File: src/rtl/op_mult_pkg.sv
// Shared types for the sequential multiplier family.
// FSM states, latched mode bundle, and narrowing limits (valid for N <= 32).
package op_mult_pkg;

  localparam int LIM_W = 72;

  typedef enum logic [1:0] {
    IDLE,
    CALC,
    DONE
  } op_mult_state_e;

  typedef struct packed {
    logic is_signed;
    logic sat;
  } op_mult_mode_t;

  typedef struct packed {
    logic signed [LIM_W-1:0] lo;
    logic signed [LIM_W-1:0] hi;
  } op_mult_lim_t;

  // Representable range of an m-bit result.
  function automatic op_mult_lim_t sat_limits(
    input int   m,
    input logic is_signed
  );
    op_mult_lim_t            l;
    logic signed [LIM_W-1:0] one;
    one = LIM_W'(1);
    if (is_signed) begin
      l.hi = (one <<< (m - 1)) - one;
      l.lo = -(one <<< (m - 1));
    end else begin
      l.hi = (one <<< m) - one;
      l.lo = '0;
    end
    return l;
  endfunction

endpackage

File: src/rtl/op_mult_narrow.sv
// Combinational scale/narrow of a 2N-bit product: shift by SHIFT, fit check, saturate/wrap.
// Ports: p_i, is_signed_i, sat_i -> result_o, ov_o. Macro OP_MULT_SEQ_ROUND_EN: round half up.
module op_mult_narrow
  import op_mult_pkg::*;
#(
  parameter int N     = 8,
  parameter int M     = N,
  parameter int SHIFT = 0
) (
  input  logic [2*N-1:0] p_i,
  input  logic           is_signed_i,
  input  logic           sat_i,
  output logic [M-1:0]   result_o,
  output logic           ov_o
);

  // Two guard bits keep an unsigned product plus rounding bias
  // non-negative in the signed domain.
  localparam int XW = 2*N + 2;
  localparam int RS = (SHIFT > 0) ? SHIFT - 1 : 0;
  localparam logic [XW-1:0] RND =
    (SHIFT > 0) ? (XW'(1) << RS) : '0;

  logic signed [XW-1:0]    px;
  logic signed [XW-1:0]    qx;
  logic signed [LIM_W-1:0] qe;
  logic [LIM_W-1:0]        satv;
  op_mult_lim_t            lim;

  always_comb begin
    if (is_signed_i) begin
      px = {{2{p_i[2*N-1]}}, p_i};
    end else begin
      px = {2'b00, p_i};
    end
`ifdef OP_MULT_SEQ_ROUND_EN
    px = px + RND;
`endif
    qx   = px >>> SHIFT;
    qe   = {{(LIM_W-XW){qx[XW-1]}}, qx};
    lim  = sat_limits(M, is_signed_i);
    ov_o = (qe > $signed(lim.hi)) ||
           (qe < $signed(lim.lo));
    satv = qe[LIM_W-1] ? lim.lo : lim.hi;
    if (ov_o && sat_i) begin
      result_o = satv[M-1:0];
    end else begin
      result_o = qe[M-1:0];
    end
  end

`ifndef OP_MULT_SEQ_ROUND_EN
  logic unused_rnd;
  assign unused_rnd = ^RND;
`endif

endmodule

File: src/rtl/op_mult_seq.sv
// Iterative shift-add N x N multiplier, one partial product per cycle, valid/ready on both sides.
// Ports: clk, rst_n, in_valid_i/in_ready_o, a_i, b_i, signed_mode_i, saturate_i,
// out_valid_o/out_ready_i, result_o, ov_o, busy_o. Macro OP_MULT_SEQ_ROUND_EN (via op_mult_narrow).
module op_mult_seq
  import op_mult_pkg::*;
#(
  parameter int N     = 8,
  parameter int M     = N,
  parameter int SHIFT = 0
) (
  input  logic         clk,
  input  logic         rst_n,
  input  logic         in_valid_i,
  output logic         in_ready_o,
  input  logic [N-1:0] a_i,
  input  logic [N-1:0] b_i,
  input  logic         signed_mode_i,
  input  logic         saturate_i,
  output logic         out_valid_o,
  input  logic         out_ready_i,
  output logic [M-1:0] result_o,
  output logic         ov_o,
  output logic         busy_o
);

  localparam int CW = $clog2(N);
  localparam logic [CW-1:0] LAST = CW'(N - 1);

  op_mult_state_e state_q;
  op_mult_mode_t  mode_q;
  logic [CW-1:0]  cnt_q;
  logic [N-1:0]   mag_a_q;
  logic [N-1:0]   mag_b_q;
  logic           sign_q;
  logic [2*N-1:0] acc_q;
  logic [M-1:0]   result_q;
  logic           ov_q;
  logic           out_valid_q;

  logic [N-1:0]   mag_a_d;
  logic [N-1:0]   mag_b_d;
  logic [2*N-1:0] pp;
  logic [2*N-1:0] acc_d;
  logic [2*N-1:0] prod;
  logic [M-1:0]   nar_res;
  logic           nar_ov;

  // Magnitudes fit in N unsigned bits, including |-2^(N-1)|.
  always_comb begin
    mag_a_d = a_i;
    mag_b_d = b_i;
    if (signed_mode_i && a_i[N-1]) begin
      mag_a_d = ~a_i + N'(1);
    end
    if (signed_mode_i && b_i[N-1]) begin
      mag_b_d = ~b_i + N'(1);
    end
  end

  // The last partial product is folded in combinationally so the
  // narrowed result can be registered on the final CALC edge.
  always_comb begin
    pp = '0;
    if (mag_b_q[cnt_q]) begin
      pp = {{N{1'b0}}, mag_a_q} << cnt_q;
    end
    acc_d = acc_q + pp;
    prod  = sign_q ? (~acc_d + (2*N)'(1)) : acc_d;
  end

  op_mult_narrow #(
    .N     (N),
    .M     (M),
    .SHIFT (SHIFT)
  ) u_narrow (
    .p_i         (prod),
    .is_signed_i (mode_q.is_signed),
    .sat_i       (mode_q.sat),
    .result_o    (nar_res),
    .ov_o        (nar_ov)
  );

  always_ff @(posedge clk or negedge rst_n) begin
    if (!rst_n) begin
      state_q     <= IDLE;
      mode_q      <= '0;
      cnt_q       <= '0;
      mag_a_q     <= '0;
      mag_b_q     <= '0;
      sign_q      <= 1'b0;
      acc_q       <= '0;
      result_q    <= '0;
      ov_q        <= 1'b0;
      out_valid_q <= 1'b0;
    end else begin
      unique case (state_q)
        IDLE: begin
          if (in_valid_i) begin
            state_q          <= CALC;
            mode_q.is_signed <= signed_mode_i;
            mode_q.sat       <= saturate_i;
            mag_a_q          <= mag_a_d;
            mag_b_q          <= mag_b_d;
            sign_q           <= signed_mode_i &
                                (a_i[N-1] ^ b_i[N-1]);
            cnt_q            <= '0;
            acc_q            <= '0;
          end
        end
        CALC: begin
          acc_q <= acc_d;
          cnt_q <= cnt_q + CW'(1);
          if (cnt_q == LAST) begin
            state_q     <= DONE;
            result_q    <= nar_res;
            ov_q        <= nar_ov;
            out_valid_q <= 1'b1;
          end
        end
        DONE: begin
          if (out_ready_i) begin
            state_q     <= IDLE;
            out_valid_q <= 1'b0;
          end
        end
        default: begin
          state_q <= IDLE;
        end
      endcase
    end
  end

  assign in_ready_o  = (state_q == IDLE);
  assign busy_o      = (state_q != IDLE);
  assign out_valid_o = out_valid_q;
  assign result_o    = result_q;
  assign ov_o        = ov_q;

endmodule
File: config.mk
export PLATFORM = sky130hd
export DESIGN_NAME = op_mult_seq
export DESIGN_NICKNAME = d
export VERILOG_FILES = /design/src/rtl/op_mult_pkg.sv /design/src/rtl/op_mult_narrow.sv /design/src/rtl/op_mult_seq.sv
export SDC_FILE = /design/constraint.sdc
export NUM_CORES = 1
export LEC_CHECK = 0
export ABC_AREA = 1
export ABC_CLOCK_PERIOD_IN_PS = 6000
export CAP_MARGIN = 15
export CORE_MARGIN = 5
export CORE_UTILIZATION = 40
export DETAILED_ROUTE_END_ITERATION = 16
export DONT_BUFFER_PORTS = 1
export PLACE_DENSITY_LB_ADDON = 0.3
export SETUP_SLACK_MARGIN = 0.5
export SKIP_LAST_GASP = 1
export SYNTH_ARGS = -nofsm -noshare
export SYNTH_HDL_FRONTEND = slang
export SYNTH_HIERARCHICAL = 1
export SYNTH_SLANG_ARGS = --single-unit
File: constraint.sdc
create_clock -name clk -period 6 [get_ports clk]
set_clock_uncertainty 0.15 [all_clocks]
set_input_delay 1.2 -clock clk [delete_from_list [all_inputs] [get_ports clk]]
set_output_delay 1.2 -clock clk [all_outputs]
set_load 0.01 [all_outputs]
==> flow_summary.toml <==
[layout]
syn2layout_area_growth_pct = 4.93
nNetsFinal = 729
layout_commonest_cell = "nand2_1"
final_cell_mix = "nand2_1, inv_1, nor2_1"
diodes = 0
drive_gt1_frac = 0.0652
finalInstanceArea_mm2 = 0.00463

[pwr]
netSwitchingFraction = 0.563
peakVddDrop_mv = 0.270
p_leak_uw = 0.00251
p_per_area_mw_per_mm2 = 641
p_int_uw = 1300
clkPwrFrac = 0.074
seqPwrFrac = 0.224
finalPower_uw = 2970
switchingPower_uw = 1670
combPwrFrac = 0.702

[clock_network]
cts_htree_levels = 2
cts_root_buffer = "clkbuf_8"
clk_pin_slew_ps = 110
clk_latency_ps = 320
cts.sink_count = 50
cts_tree = "done"
post_cts_buffers = 0
clk_path_buf_depth = 2
cts_buffers = 5

[global_routing]
antenna_found_initial = 0
grt_pass1_wl_um = 18700
grt_remaining_overflow = 0
grt_start_max_net_pins = 51
grt_usage = 0.172
grt_pass1_vias = 4071

[floorplanning]
die_area_mm2 = 0.0132
die_h_um = 115
initial_core_util = 0.407
io_pins = 34
die_w_um = 115
num_rows = 38
placeableCoreArea_mm2 = 0.0108

[run_status]
status = "finished, final reports clean"

[worst_setup_path]
cp_slowest_stage_delay_ps = 530
critPathArrivalTime_ps = 4970
worstPathRequired_ps = 6060
cp-start-kind = "flip-flop"
crit_type = "reg -> reg"
crit_top_cell = "nand2_1"
r2r_cells = 30
cp_max_fo = 21
end_kind = "flip-flop"
slowest_stage = "dfrtp_2"

[run]
maxCapViolCount = 0

[synth]
synth_cells = 680
ys_warn_count = 6
synth-edff-count = 0
ys_types = 34
ys_seq_area_frac = 0.283
syn_avg_cell_area_um2 = 6.49
synth_nets = 735
synth_seq_cells = 50
async_flop_share = 1.00
syn-cell-area_mm2 = 0.00442
synth_ff_type = "dfrtp_1"

[drt]
drtIter0Drc = 257
wl_um = 10800
vias = 4124
drt-wirelength-per-cell_um = 13.3
post_drt_via_cell_ratio = 5.06
drc = 0
drt_pass1_iterations = 6
ant_nets = 0

[min_path]
hp-class = "reg -> reg"
hold_depth = 2

[timing]
timing.fmax_ghz = 0.204
relSlewSlack = 0.429
holdWs_ps = 342
min_period_ps = 4910
period_share = 0.818
slew_viol_final = 0
hold_viol_final = 0
worst_pin_slew_ps = 854
rsz0062_at_grt = "no"
tns_ps = 0
finalSetupViolCount = 0

[place]
placed_area_mm2 = 0.00454
dp_hpwl_um = 8660
globalplace.congestion = 0.940
io_buffers = 0
[layout make-up]
type / count / area (um2)
Multi-Input combinational cell: 517 / 2730
Sequential cell: 50 / 1250
Fill cell: 1134 / 6210
Clock inverter: 3 / 26.3
Tap cell: 140 / 175
Inverter: 100 / 375
Clock buffer: 5 / 68.8
[path summary, 6_finish.rpt]
| check | startpoint | end | slack (ps) |
|---|---|---|---|
| hold reg to reg | mag_b_q[6]$_DFFE_PN0P_ | mag_b_q[6]$_DFFE_PN0P_ | 340 |
| hold / removal | mag_b_q[6]$_DFFE_PN0P_ | mag_b_q[6]$_DFFE_PN0P_ | 340 |
| max in group asynchronous | rst_n | cnt_q[1]$_DFFE_PN0P_ | 5170 |
| setup reg to reg | cnt_q[0]$_DFFE_PN0P_ | result_o[6]$_DFFE_PN0P_ | 1090 |
| min in group asynchronous | rst_n | acc_q[13]$_DFFE_PN0P_ | 410 |
| setup / recovery | cnt_q[0]$_DFFE_PN0P_ | result_o[6]$_DFFE_PN0P_ | 1090 |
[state kept, by name (all words and copies together) (netlist names)]
name and flops:
cnt_q 3, mag_a_q 8, state_q 2, acc_q 16
mag_b_q 8, out_valid_o 1, mode_q 2, ov_o 1
result_o 8, sign_q 1
[critical path: cells and delay by family, from the launching register on]
family,cells,cell delay (ps)
AOI/OAI and AO/OA,1,180
adders and majority gates,3,910
buffers and inverters,2,260
DFF,1,530
muxes,1,260
and+or+nand+nor,23,2500
[power groups by stage]
stage               clock, uW  sequential, uW  combinational [uW]
finish                    219             666                2080
floorplan                   0             588                1700
detailed placement          0             672                2080
CTS                       223             665                2090
global route              235             691                2410
global placement            0             666                2020
[per-stage QoR]
stage / std cells / setup slack (ps) / utilization
global placement: 807 / 1110 / 0.418
finish: 815 / 1090 / 0.427
detailed placement: 807 / 998 / 0.418
global route: 815 / 536 / 0.427
CTS: 815 / 980 / 0.427
floorplan: 680 / 1790 / -
[kinds of logic (layout without fill, tap and decap cells)]
group | after synthesis | after routing | share of synthesized area
compound gates | 86 | 86 | 0.104
fa+ha+maj | 33 | 33 | 0.0952
mux | 11 | 11 | 0.0275
buf+inv | 113 | 108 | 0.0975
xor+xnor | 24 | 24 | 0.0476
simple gates | 363 | 363 | 0.345
flops | 50 | 50 | 0.283
[cells in the mapped netlist (3+ instances only)]
master / n / area share
a21oi_1: 12 / 0.014
dfrtp_1: 50 / 0.28
nor2_1: 66 / 0.056
o22ai_1: 4 / 0.0057
nand3_1: 36 / 0.041
clkbuf_1: 10 / 0.0085
xor2_1: 18 / 0.036
mux2_2: 9 / 0.023
nand2_1: 224 / 0.19
a31oi_1: 3 / 0.0043
inv_2: 5 / 0.0043
xnor2_1: 6 / 0.012
nand4_1: 6 / 0.0085
nor2_2: 4 / 0.0057
nand3b_1: 3 / 0.0051
nand2_2: 9 / 0.013
o31ai_1: 3 / 0.0051
o21ai_0: 60 / 0.068
ha_1: 32 / 0.091
nor3_1: 8 / 0.0091
inv_1: 93 / 0.079
[metal layers]
metal | vias up | track usage | share of wire
li1 | 2135 | - | -
met1 | 1866 | 0.230 | 0.48
met2 | 100 | 0.291 | 0.46
met3 | 23 | 0.0232 | 0.038
met4 | 0 | 0.0493 | 0.029
met5 | - | 0 | 0
[repair_timing]
item | in CTS | in global routing
endpoints found under the setup margin | 0 | 8
hold buffers | 0 | 0
gates resized for setup | 0 | 2
Note: power is estimated with default switching activity, not from simulation.
